**src/rtl/y86_regfile_wb_if.sv**
```systemverilog
// Writeback/read bus between the memory stage, decode and the Y86-64 register file.
interface y86_regfile_wb_if #(
    parameter int DATA_W = 64,
    parameter int CNT_W  = 32
);
    logic              wb_valid;
    logic              wb_ready;
    logic [3:0]        icode;
    logic              cnd;
    logic [3:0]        rA;
    logic [3:0]        rB;
    logic [DATA_W-1:0] valE;
    logic [DATA_W-1:0] valM;
    logic [3:0]        srcA;
    logic [3:0]        srcB;
    logic [DATA_W-1:0] rdA;
    logic [DATA_W-1:0] rdB;
    logic [2:0]        stat;
    logic [CNT_W-1:0]  retired;

    // Upstream side: presents instructions and read addresses.
    modport master (
        output wb_valid, icode, cnd, rA, rB, valE, valM, srcA, srcB,
        input  wb_ready, rdA, rdB, stat, retired
    );

    // Register file side.
    modport slave (
        input  wb_valid, icode, cnd, rA, rB, valE, valM, srcA, srcB,
        output wb_ready, rdA, rdB, stat, retired
    );
endinterface

```
**src/rtl/y86_regfile_wb.sv**
```systemverilog
// Y86-64 register file with integrated writeback: two write ports (E, M)
// decoded from icode/cnd, write-through bypass on both read ports,
// halt/invalid-instruction status FSM and a saturating retired counter.
module y86_regfile_wb #(
    parameter int         DATA_W = 64,
    parameter int         NREGS  = 15,
    parameter int         CNT_W  = 32,
    parameter logic [3:0] RSP_ID = 4'd4
) (
    input  logic             clk,
    input  logic             rst_n,
    y86_regfile_wb_if.slave  bus
);
    typedef enum logic [2:0] {
        ST_RUN = 3'b001,
        ST_HLT = 3'b010,
        ST_INS = 3'b100
    } state_t;

    state_t            state_q, state_d;
    logic [CNT_W-1:0]  retired_q, retired_d;
    logic [DATA_W-1:0] reg_file [NREGS];

    logic       acc;
    logic [3:0] dst_e, dst_m;
    logic       e_en, m_en;
    logic       wr_e, wr_m;

    assign bus.wb_ready = (state_q == ST_RUN);
    assign acc          = bus.wb_valid & bus.wb_ready;
    assign bus.stat     = state_q;
    assign bus.retired  = retired_q;

    // Destination decode; codes above 4'hB fall to the default and write nothing.
    always_comb begin
        dst_e = 4'hF;
        dst_m = 4'hF;
        e_en  = 1'b0;
        m_en  = 1'b0;
        case (bus.icode)
            4'h2: begin dst_e = bus.rB; e_en = bus.cnd; end
            4'h3, 4'h6: begin dst_e = bus.rB; e_en = 1'b1; end
            4'h5: begin dst_m = bus.rA; m_en = 1'b1; end
            4'h8, 4'h9, 4'hA: begin dst_e = RSP_ID; e_en = 1'b1; end
            4'hB: begin
                dst_e = RSP_ID; e_en = 1'b1;
                dst_m = bus.rA; m_en = 1'b1;
            end
            default: ;
        endcase
    end

    // Writes only happen on accept and only to implemented registers.
    assign wr_e = acc & e_en & (32'(dst_e) < NREGS);
    assign wr_m = acc & m_en & (32'(dst_m) < NREGS);

    genvar gi;
    generate
        for (gi = 0; gi < NREGS; gi++) begin : g_reg
            logic [DATA_W-1:0] reg_q;
            // Per-register storage; port M overrides port E on a shared destination.
            always_ff @(posedge clk or negedge rst_n) begin
                if (!rst_n)
                    reg_q <= '0;
                else if (wr_m && dst_m == 4'(gi))
                    reg_q <= bus.valM;
                else if (wr_e && dst_e == 4'(gi))
                    reg_q <= bus.valE;
            end
            assign reg_file[gi] = reg_q;
        end
    endgenerate

    // Read with write-through bypass: M before E before stored value.
    function automatic logic [DATA_W-1:0] rd_port(input logic [3:0] addr);
        logic [DATA_W-1:0] val;
        val = '0;
        if (32'(addr) < NREGS) begin
            if (wr_m && addr == dst_m)
                val = bus.valM;
            else if (wr_e && addr == dst_e)
                val = bus.valE;
            else
                val = reg_file[addr];
        end
        return val;
    endfunction

    // Combinational read ports A and B.
    always_comb begin
        bus.rdA = rd_port(bus.srcA);
        bus.rdB = rd_port(bus.srcB);
    end

    // Status next-state and retired-counter next-value.
    always_comb begin
        state_d   = state_q;
        retired_d = retired_q;
        if (acc) begin
            if (bus.icode == 4'h0)
                state_d = ST_HLT;
            else if (bus.icode > 4'hB)
                state_d = ST_INS;
            if (bus.icode <= 4'hB && retired_q != {CNT_W{1'b1}})
                retired_d = retired_q + CNT_W'(1);
        end
    end

    // Status and counter registers.
    always_ff @(posedge clk or negedge rst_n) begin
        if (!rst_n) begin
            state_q   <= ST_RUN;
            retired_q <= '0;
        end else begin
            state_q   <= state_d;
            retired_q <= retired_d;
        end
    end
endmodule

```
**src/flat_wrapper.sv**
```systemverilog
// flat-port wrapper written by rule: the top's interface ports become plain ports
module y86_regfile_wb_flat 
#(
    parameter int         DATA_W = 64,
    parameter int         NREGS  = 15,
    parameter int         CNT_W  = 32,
    parameter logic [3:0] RSP_ID = 4'd4
)
  (clk, rst_n, bus_wb_valid, bus_icode, bus_cnd, bus_rA, bus_rB, bus_valE, bus_valM, bus_srcA, bus_srcB, bus_wb_ready, bus_rdA, bus_rdB, bus_stat, bus_retired);
  y86_regfile_wb_if #(.DATA_W(DATA_W), .CNT_W(CNT_W)) bus_i ();
  input  logic clk;
  input  logic rst_n;
  input wire logic [$bits(bus_i.wb_valid)-1:0] bus_wb_valid;
  input wire logic [$bits(bus_i.icode)-1:0] bus_icode;
  input wire logic [$bits(bus_i.cnd)-1:0] bus_cnd;
  input wire logic [$bits(bus_i.rA)-1:0] bus_rA;
  input wire logic [$bits(bus_i.rB)-1:0] bus_rB;
  input wire logic [$bits(bus_i.valE)-1:0] bus_valE;
  input wire logic [$bits(bus_i.valM)-1:0] bus_valM;
  input wire logic [$bits(bus_i.srcA)-1:0] bus_srcA;
  input wire logic [$bits(bus_i.srcB)-1:0] bus_srcB;
  output wire logic [$bits(bus_i.wb_ready)-1:0] bus_wb_ready;
  output wire logic [$bits(bus_i.rdA)-1:0] bus_rdA;
  output wire logic [$bits(bus_i.rdB)-1:0] bus_rdB;
  output wire logic [$bits(bus_i.stat)-1:0] bus_stat;
  output wire logic [$bits(bus_i.retired)-1:0] bus_retired;
  assign bus_i.wb_valid = bus_wb_valid;
  assign bus_i.icode = bus_icode;
  assign bus_i.cnd = bus_cnd;
  assign bus_i.rA = bus_rA;
  assign bus_i.rB = bus_rB;
  assign bus_i.valE = bus_valE;
  assign bus_i.valM = bus_valM;
  assign bus_i.srcA = bus_srcA;
  assign bus_i.srcB = bus_srcB;
  assign bus_wb_ready = bus_i.wb_ready;
  assign bus_rdA = bus_i.rdA;
  assign bus_rdB = bus_i.rdB;
  assign bus_stat = bus_i.stat;
  assign bus_retired = bus_i.retired;
  y86_regfile_wb #(.DATA_W(DATA_W), .NREGS(NREGS), .CNT_W(CNT_W), .RSP_ID(RSP_ID)) u_core (.clk(clk), .rst_n(rst_n), .bus(bus_i));
endmodule
```
**config.mk**
```make
export PLATFORM = sky130hd
export DESIGN_NAME = y86_regfile_wb_flat
export DESIGN_NICKNAME = d
export VERILOG_FILES = /design/src/rtl/y86_regfile_wb_if.sv /design/src/rtl/y86_regfile_wb.sv /design/src/flat_wrapper.sv
export SDC_FILE = /design/constraint.sdc
export NUM_CORES = 2
export LEC_CHECK = 0
export BUFFER_PORTS_ARGS = -buffer_cell sky130_fd_sc_hd__buf_2
export CELL_PAD_IN_SITES_DETAIL_PLACEMENT = 2
export CELL_PAD_IN_SITES_GLOBAL_PLACEMENT = 2
export CORE_MARGIN = 2
export CORE_UTILIZATION = 42
export CTS_CLUSTER_DIAMETER = 200
export DETAILED_ROUTE_END_ITERATION = 16
export PLACE_DENSITY_LB_ADDON = 0.1
export SYNTH_ARGS = -nofsm -noshare
export SYNTH_HDL_FRONTEND = slang
export SYNTH_SLANG_ARGS = --single-unit
```
**constraint.sdc**
```tcl
create_clock -name clk -period 3.8 [get_ports clk]
set_input_delay 0.38 -clock clk [delete_from_list [all_inputs] [get_ports clk]]
set_output_delay 0.38 -clock clk [all_outputs]
set_load 0.02 [all_outputs]
```
==> Word level (Yosys, flattened, before mapping) <==
Index checks and enable logic that the tools add are counted.
{ "word_totals": {"register_bits": 995, "input_bits": 152, "out_inout_bits": 164, "word_cells": 183} }
{ "classes": {"addsub": 1, "magnitude_cmp": 8, "n_eq_ne": 42, "mux": 48, "bitwise_logic": 7, "reduce_logical": 60} }
{ "op_table": {"columns": ["operator", "n"], "rows": [
  ["2-to-1 mux 64 bit", 40],
  ["binary-select mux 64 bit (select 4 bit)", 2],
  ["equality test 4 bit, second input constant", 18],
  ["equality test 4 x 3 -> 1 bit, second input constant", 10],
  ["logical AND 1 bit", 35],
  ["adder 32 x 1 -> 32 bit, second input constant", 1],
  ["inequality test 32 bit, second input constant", 1],
  ["nonzero test 2 bit", 16],
  ["equality test 4 x 2 -> 1 bit, second input constant", 6],
  ["equality test 4 bit", 4],
  ["less-than comparator 4 bit, second input constant", 4],
  ["zero test 4 bit", 3],
  ["greater-or-equal comparator 5 bit, second input constant", 2],
  ["NOT 4 -> 5 bit", 2],
  ["equality test 4 x 1 -> 1 bit, second input constant", 2],
  ["one-hot mux 4 bit (2 select lines)", 1],
  ["2-to-1 mux 3 bit", 2],
  ["OR reduction 6 bit", 1],
  ["AND 1 bit", 5],
  ["greater-than comparator 4 bit, second input constant", 1],
  ["less-or-equal comparator 4 bit, second input constant", 1],
  ["2-to-1 mux 4 bit", 1],
  ["AND reduction 2 bit", 2],
  ["OR reduction 4 bit", 1],
  ["5 further kinds", 5]
]} }

==> Depth between registers and ports, before layout <==
{ "logic_depth": {"depth_word": 9, "depth_mapped": 10, "ltp_nobuf": 7} }

==> Worst setup path before layout <==
Ideal clock, no wire load.
{ "synth_path": {"path_kind": "flip-flop to output port", "start": "register u_core.state_q[0], in the netlist u_core.bus.stat[0]", "end": "output bus_rdA[62]", "arrival_time_ns": 2.392, "required_time_ns": 3.420, "path_slack_ns": 1.028, "stages_incl_launch_ff": 9, "path_buffers": 2, "path_cell_list": "dfstp_2 -> and4bb_2 -> o211ai_1 -> a21oi_2 -> and3_1 -> buf_2 -> buf_2 -> nand3_1 -> a31oi_1"} }
{ "synth_via": {"elab_chain_cells": 8, "elab_cells_between_ends": 11, "cone_classes": "eq/ne: 1; mux: 3; bitwise: 5; reduce/logical: 2"} }
{ "synth_lines": {"columns": ["item", "line_no", "rtl"], "rows": [
  ["start, declared", "y86_regfile_wb.sv:20", "state_t state_q, state_d;"],
  ["start signal, assigned", "y86_regfile_wb.sv:115", "state_q <= state_d;"],
  ["equality test 3 x 1 -> 1 bit *", "y86_regfile_wb.sv:29", "assign bus.wb_ready = (state_q == ST_RUN);"],
  ["AND 1 bit *", "y86_regfile_wb.sv:30", "assign acc = bus.wb_valid & bus.wb_ready;"],
  ["AND 1 bit (2 in series)", "y86_regfile_wb.sv:54", "assign wr_e = acc & e_en & (32'(dst_e) < NREGS);"],
  ["logical AND 1 bit", "y86_regfile_wb.sv:81", "else if (wr_e && addr == dst_e)"],
  ["2-to-1 mux 64 bit", "y86_regfile_wb.sv:81", null],
  ["2-to-1 mux 64 bit *", "y86_regfile_wb.sv:79", "if (wr_m && addr == dst_m)"],
  ["2-to-1 mux 64 bit *", "y86_regfile_wb.sv:78", "if (32'(addr) < NREGS) begin"],
  ["end, declared", "flat_wrapper.sv:23", "output wire logic [$bits(bus_i.rdA)-1:0] bus_rdA;"]
]} }
Every way passes the cells marked *; elsewhere a longest branch is shown, timed or not.

==> Worst setup path after layout <==
{ "layout_path": {"start": "register u_core.state_q[0], in the netlist u_core.bus.stat[0]", "end": "output bus_rdB[36]"} }
{ "layout_via": {"elab_chain_cells": 8, "elab_cells_between_ends": 11, "cone_classes": "eq/ne: 1; mux: 3; bitwise: 5; reduce/logical: 2"} }
{ "layout_lines": {"columns": ["item", "line_no", "rtl"], "rows": [
  ["equality test 3 x 1 -> 1 bit *", "y86_regfile_wb.sv:29", null],
  ["AND 1 bit *", "y86_regfile_wb.sv:30", null],
  ["AND 1 bit (2 in series)", "y86_regfile_wb.sv:54", null],
  ["logical AND 1 bit", "y86_regfile_wb.sv:81", null],
  ["2-to-1 mux 64 bit", "y86_regfile_wb.sv:81", null],
  ["2-to-1 mux 64 bit *", "y86_regfile_wb.sv:79", null],
  ["2-to-1 mux 64 bit *", "y86_regfile_wb.sv:78", null],
  ["end, declared", "flat_wrapper.sv:24", "output wire logic [$bits(bus_i.rdB)-1:0] bus_rdB;"]
]} }
Marked as above.

==> results.json <==
{
  "avgViaCountPerCell": 6.87,
  "die_area_mm2": 0.158,
  "cts.sinks": 995,
  "drc": 0,
  "synth_area_mm2": 0.0649,
  "insertion_delay_ns": 0.78,
  "synth_ff_type": "dfrtp_1",
  "synth_cell_types": 71,
  "syn_inst": 6702,
  "htree_levels": 3,
  "synth-seq-cells": 995,
  "synthesis.nets": 6855,
  "crit_arrival_ns": 3.43,
  "path_class": "reg2out",
  "yosysSeqAreaShare_pct": 38.4,
  "avgSynthCellArea_um2": 9.68,
  "wl_per_cell_um": 35.6,
  "final_cells": 8661,
  "hold_viol": 0,
  "max-cap-violations": 0,
  "die_w_um": 397,
  "max_freq_mhz": 262,
  "vias": 59500,
  "initial_core_util_pct": 42.2,
  "cts-root-buf": "clkbuf_16",
  "detail-route-antenna-nets": 0,
  "synth-edff-count": 0,
  "utilization_pct": 47.3,
  "dr.first_iter.drc_count": 5890,
  "power_density_mw_per_mm2": 347,
  "async_reset_ff_share_pct": 100,
  "io_pins": 316,
  "grt_max_degree": 123,
  "required_ns": 3.42,
  "cts_buffers": 121,
  "worst_slack_ns": -0.0118,
  "critPathLaunchType": "register",
  "area_growth_pct": 11.9,
  "synth_top_area_cell": "dfrtp_1",
  "clock_skew_ns": 0.0221,
  "crit_path_end_kind": "primary output",
  "netlist.area_leader.share_pct": 38.3,
  "yosys-top-cells-area": "dfrtp_1, mux4_2, mux2i_1",
  "crit_path_max_fanout": 64,
  "dp.final_hpwl_um": 181000,
  "status": "finished, violations left",
  "drive_above_1_share_pct": 20.2,
  "first_global_vias": 64500,
  "worst_pin_slew_ns": 1.02,
  "row_count": 144,
  "relSlewSlack_pct": 31.8,
  "core_mm2": 0.154,
  "p_leak_nw": 32.8,
  "r2r_start": "u_core.bus.stat[0]$_DFFE_PN1P_",
  "rsz0062_at_grt": "true",
  "vdd_ir_drop_max_mv": 0.411,
  "grt.total_usage_pct": 38.7,
  "grt.overflow.total": 0,
  "place_congestion": 0.837,
  "routed_wirelength_um": 308000,
  "layout.nets": 6666,
  "violations": "setup timing",
  "drt-pass1-iter-count": 6,
  "period_minus_slack_ns": 3.81,
  "min_path_type": "in2reg",
  "die_y_um": 397,
  "post-route-period-util_pct": 100,
  "slew_violations": 0,
  "cts_buffer_depth": 3,
  "cts_tree": "built",
  "min_from": "bus_valM[5]",
  "clk_pin_slew_ns": 0.07,
  "numPlacedInstances": 8421,
  "startpoint": "u_core.bus.stat[0]$_DFFE_PN1P_",
  "setup_viol": 1,
  "portBuffers": 315,
  "fin_tns_setup_ns": -0.0118,
  "grt_pass1_wl_um": 451000,
  "yosysWarnings": 0,
  "antenna_found_initial": 15
}
[flip-flops by register name, summed over array words and instances (netlist names)]
register,cells
u_core.g.reg_q,960
u_core.bus.retired,32
u_core.bus.stat,3
[final timing paths]
kind	endpoint	slack, ns	cells after the start
worst max-delay path	bus_rdB[36]	-0.01	8
worst min-delay path	u_core.g_reg[2].reg_q[5]$_DFFE_PN0P_	0.04	3
worst max register to register	u_core.g_reg[6].reg_q[21]$_DFFE_PN0P_	0.21	8
worst min register to register	u_core.bus.stat[0]$_DFFE_PN1P_	0.49	1
max in group asynchronous	u_core.g_reg[7].reg_q[34]$_DFFE_PN0P_	2.32	3
min in group asynchronous	u_core.g_reg[0].reg_q[60]$_DFFE_PN0P_	0.23	2
[what timing repair did]
action | in CTS | in global routing
hold buffers | 2 | 0
setup buffers | 3 | 6
pin swaps | 1 | 6
endpoints found under the setup margin | 128 | 51
hold endpoints to repair | 54 | 0
cloned | 0 | 2
resized for setup | 15 | 16
[cell usage in the layout (no fill, tap or decap), types with 6 or more instances in the layout]
cell type	synthesis	routed
nor2_1	1036	1034
dfrtp_1	994	994
nand2_1	860	859
mux2i_1	703	703
a21oi_1	578	577
mux4_2	512	512
a31oi_1	385	370
buf_2	312	303
o21ai_0	269	266
clkbuf_16	0	124
buf_4	62	124
buf_12	7	108
nand3_1	76	74
nor3_1	74	71
a32oi_1	64	64
o22ai_1	65	64
o21ai_1	60	60
clkbuf_8	0	36
xnor2_1	29	29
clkbuf_1	397	24
clkinv_2	0	20
xor2_1	15	15
nand4_1	11	11
a31oi_2	0	11
diode_2	0	8
or3_4	0	8
bufinv_16	0	8
nand2b_1	7	7
and4_1	6	6
buf_6	37	6
[per-stage QoR]
stage | total power [W] | hold slack, ns | instance area, µm² | worst slack [ns]
floorplan | 0.0120 | 0.0844 | 64900 | 1.03
global placement | 0.0131 | 0.438 | 68200 | 0.240
detailed placement | 0.0131 | 0.428 | 68200 | 0.106
CTS | 0.0253 | 0.00172 | 72400 | 0.000447
global route | 0.0258 | 0.0460 | 72600 | -0.0521
finish | 0.0252 | 0.0397 | 72600 | -0.0118
[area by class of cell]
class                           instances  area (µm²)
Sequential cell                       995       24900
Fill cell                           15900       81000
Clock buffer                          182        3640
Multi-Input combinational cell       4841       36200
Tap cell                             2044        2560
Clock inverter                         37         434
Timing Repair Buffer                  551        4850
Inverter                                3        11.3
Antenna cell                            8        20.0
[per-layer routing]
metal  share of wire [%]  up-vias  wire (µm)  global-route usage [%]
li1                    -    23700          -                       -
met1                  40    32100     125000                    52.1
met2                  46     2900     143000                    61.2
met3                 8.4      790      26000                    7.51
met4                 4.6       16      14300                    16.4
met5               0.033        -        103                       0
[where the power goes]
group / switching [W] / internal, W / leakage (nW)
Sequential: 0 / 0.0106 / 13.9
Clock: 0.00515 / 0.00710 / 2.02
Combinational: 0.00176 / 0.000642 / 16.9
Total: 0.00690 / 0.0183 / 32.8
[worst max-delay path, cell delays in order, from the launching register on]
cell,delay [ns]
dfstp_2,0.56
and4bb_4,0.28
o211ai_1,0.17
a21oi_4,0.32
nand3_4,0.11
buf_12,0.23
o21ai_0,0.51
a21oi_1,0.16
buf_2,0.19
[kinds of logic (layout without fill, tap and decap cells)]
logic type	Yosys count	count (layout)	synth area share, %
XOR/XNOR	44	44	0.594
AO/OA/AOI/OAI	1456	1456	12.8
AND/OR/NAND/NOR	2124	2124	13.1
multiplexers	1216	1216	28.6
adder cells (fa/ha/maj)	1	1	0.0193
other	0	8	0
flip-flops	995	995	38.4
buffers and inverters	866	773	6.57
[Yosys cell counts (all sizes together), types with 11 or more instances]
master  number
xnor2       29
nand4       11
a31oi      385
buf        465
nand2      860
dfrtp      994
mux2i      703
o21ai      331
a21oi      579
nor2      1038
xor2        15
a32oi       64
o22ai       65
mux4       512
nor3        79
clkbuf     398
or3         11
nand3       76
Note: power is estimated with default switching activity, not from simulation.
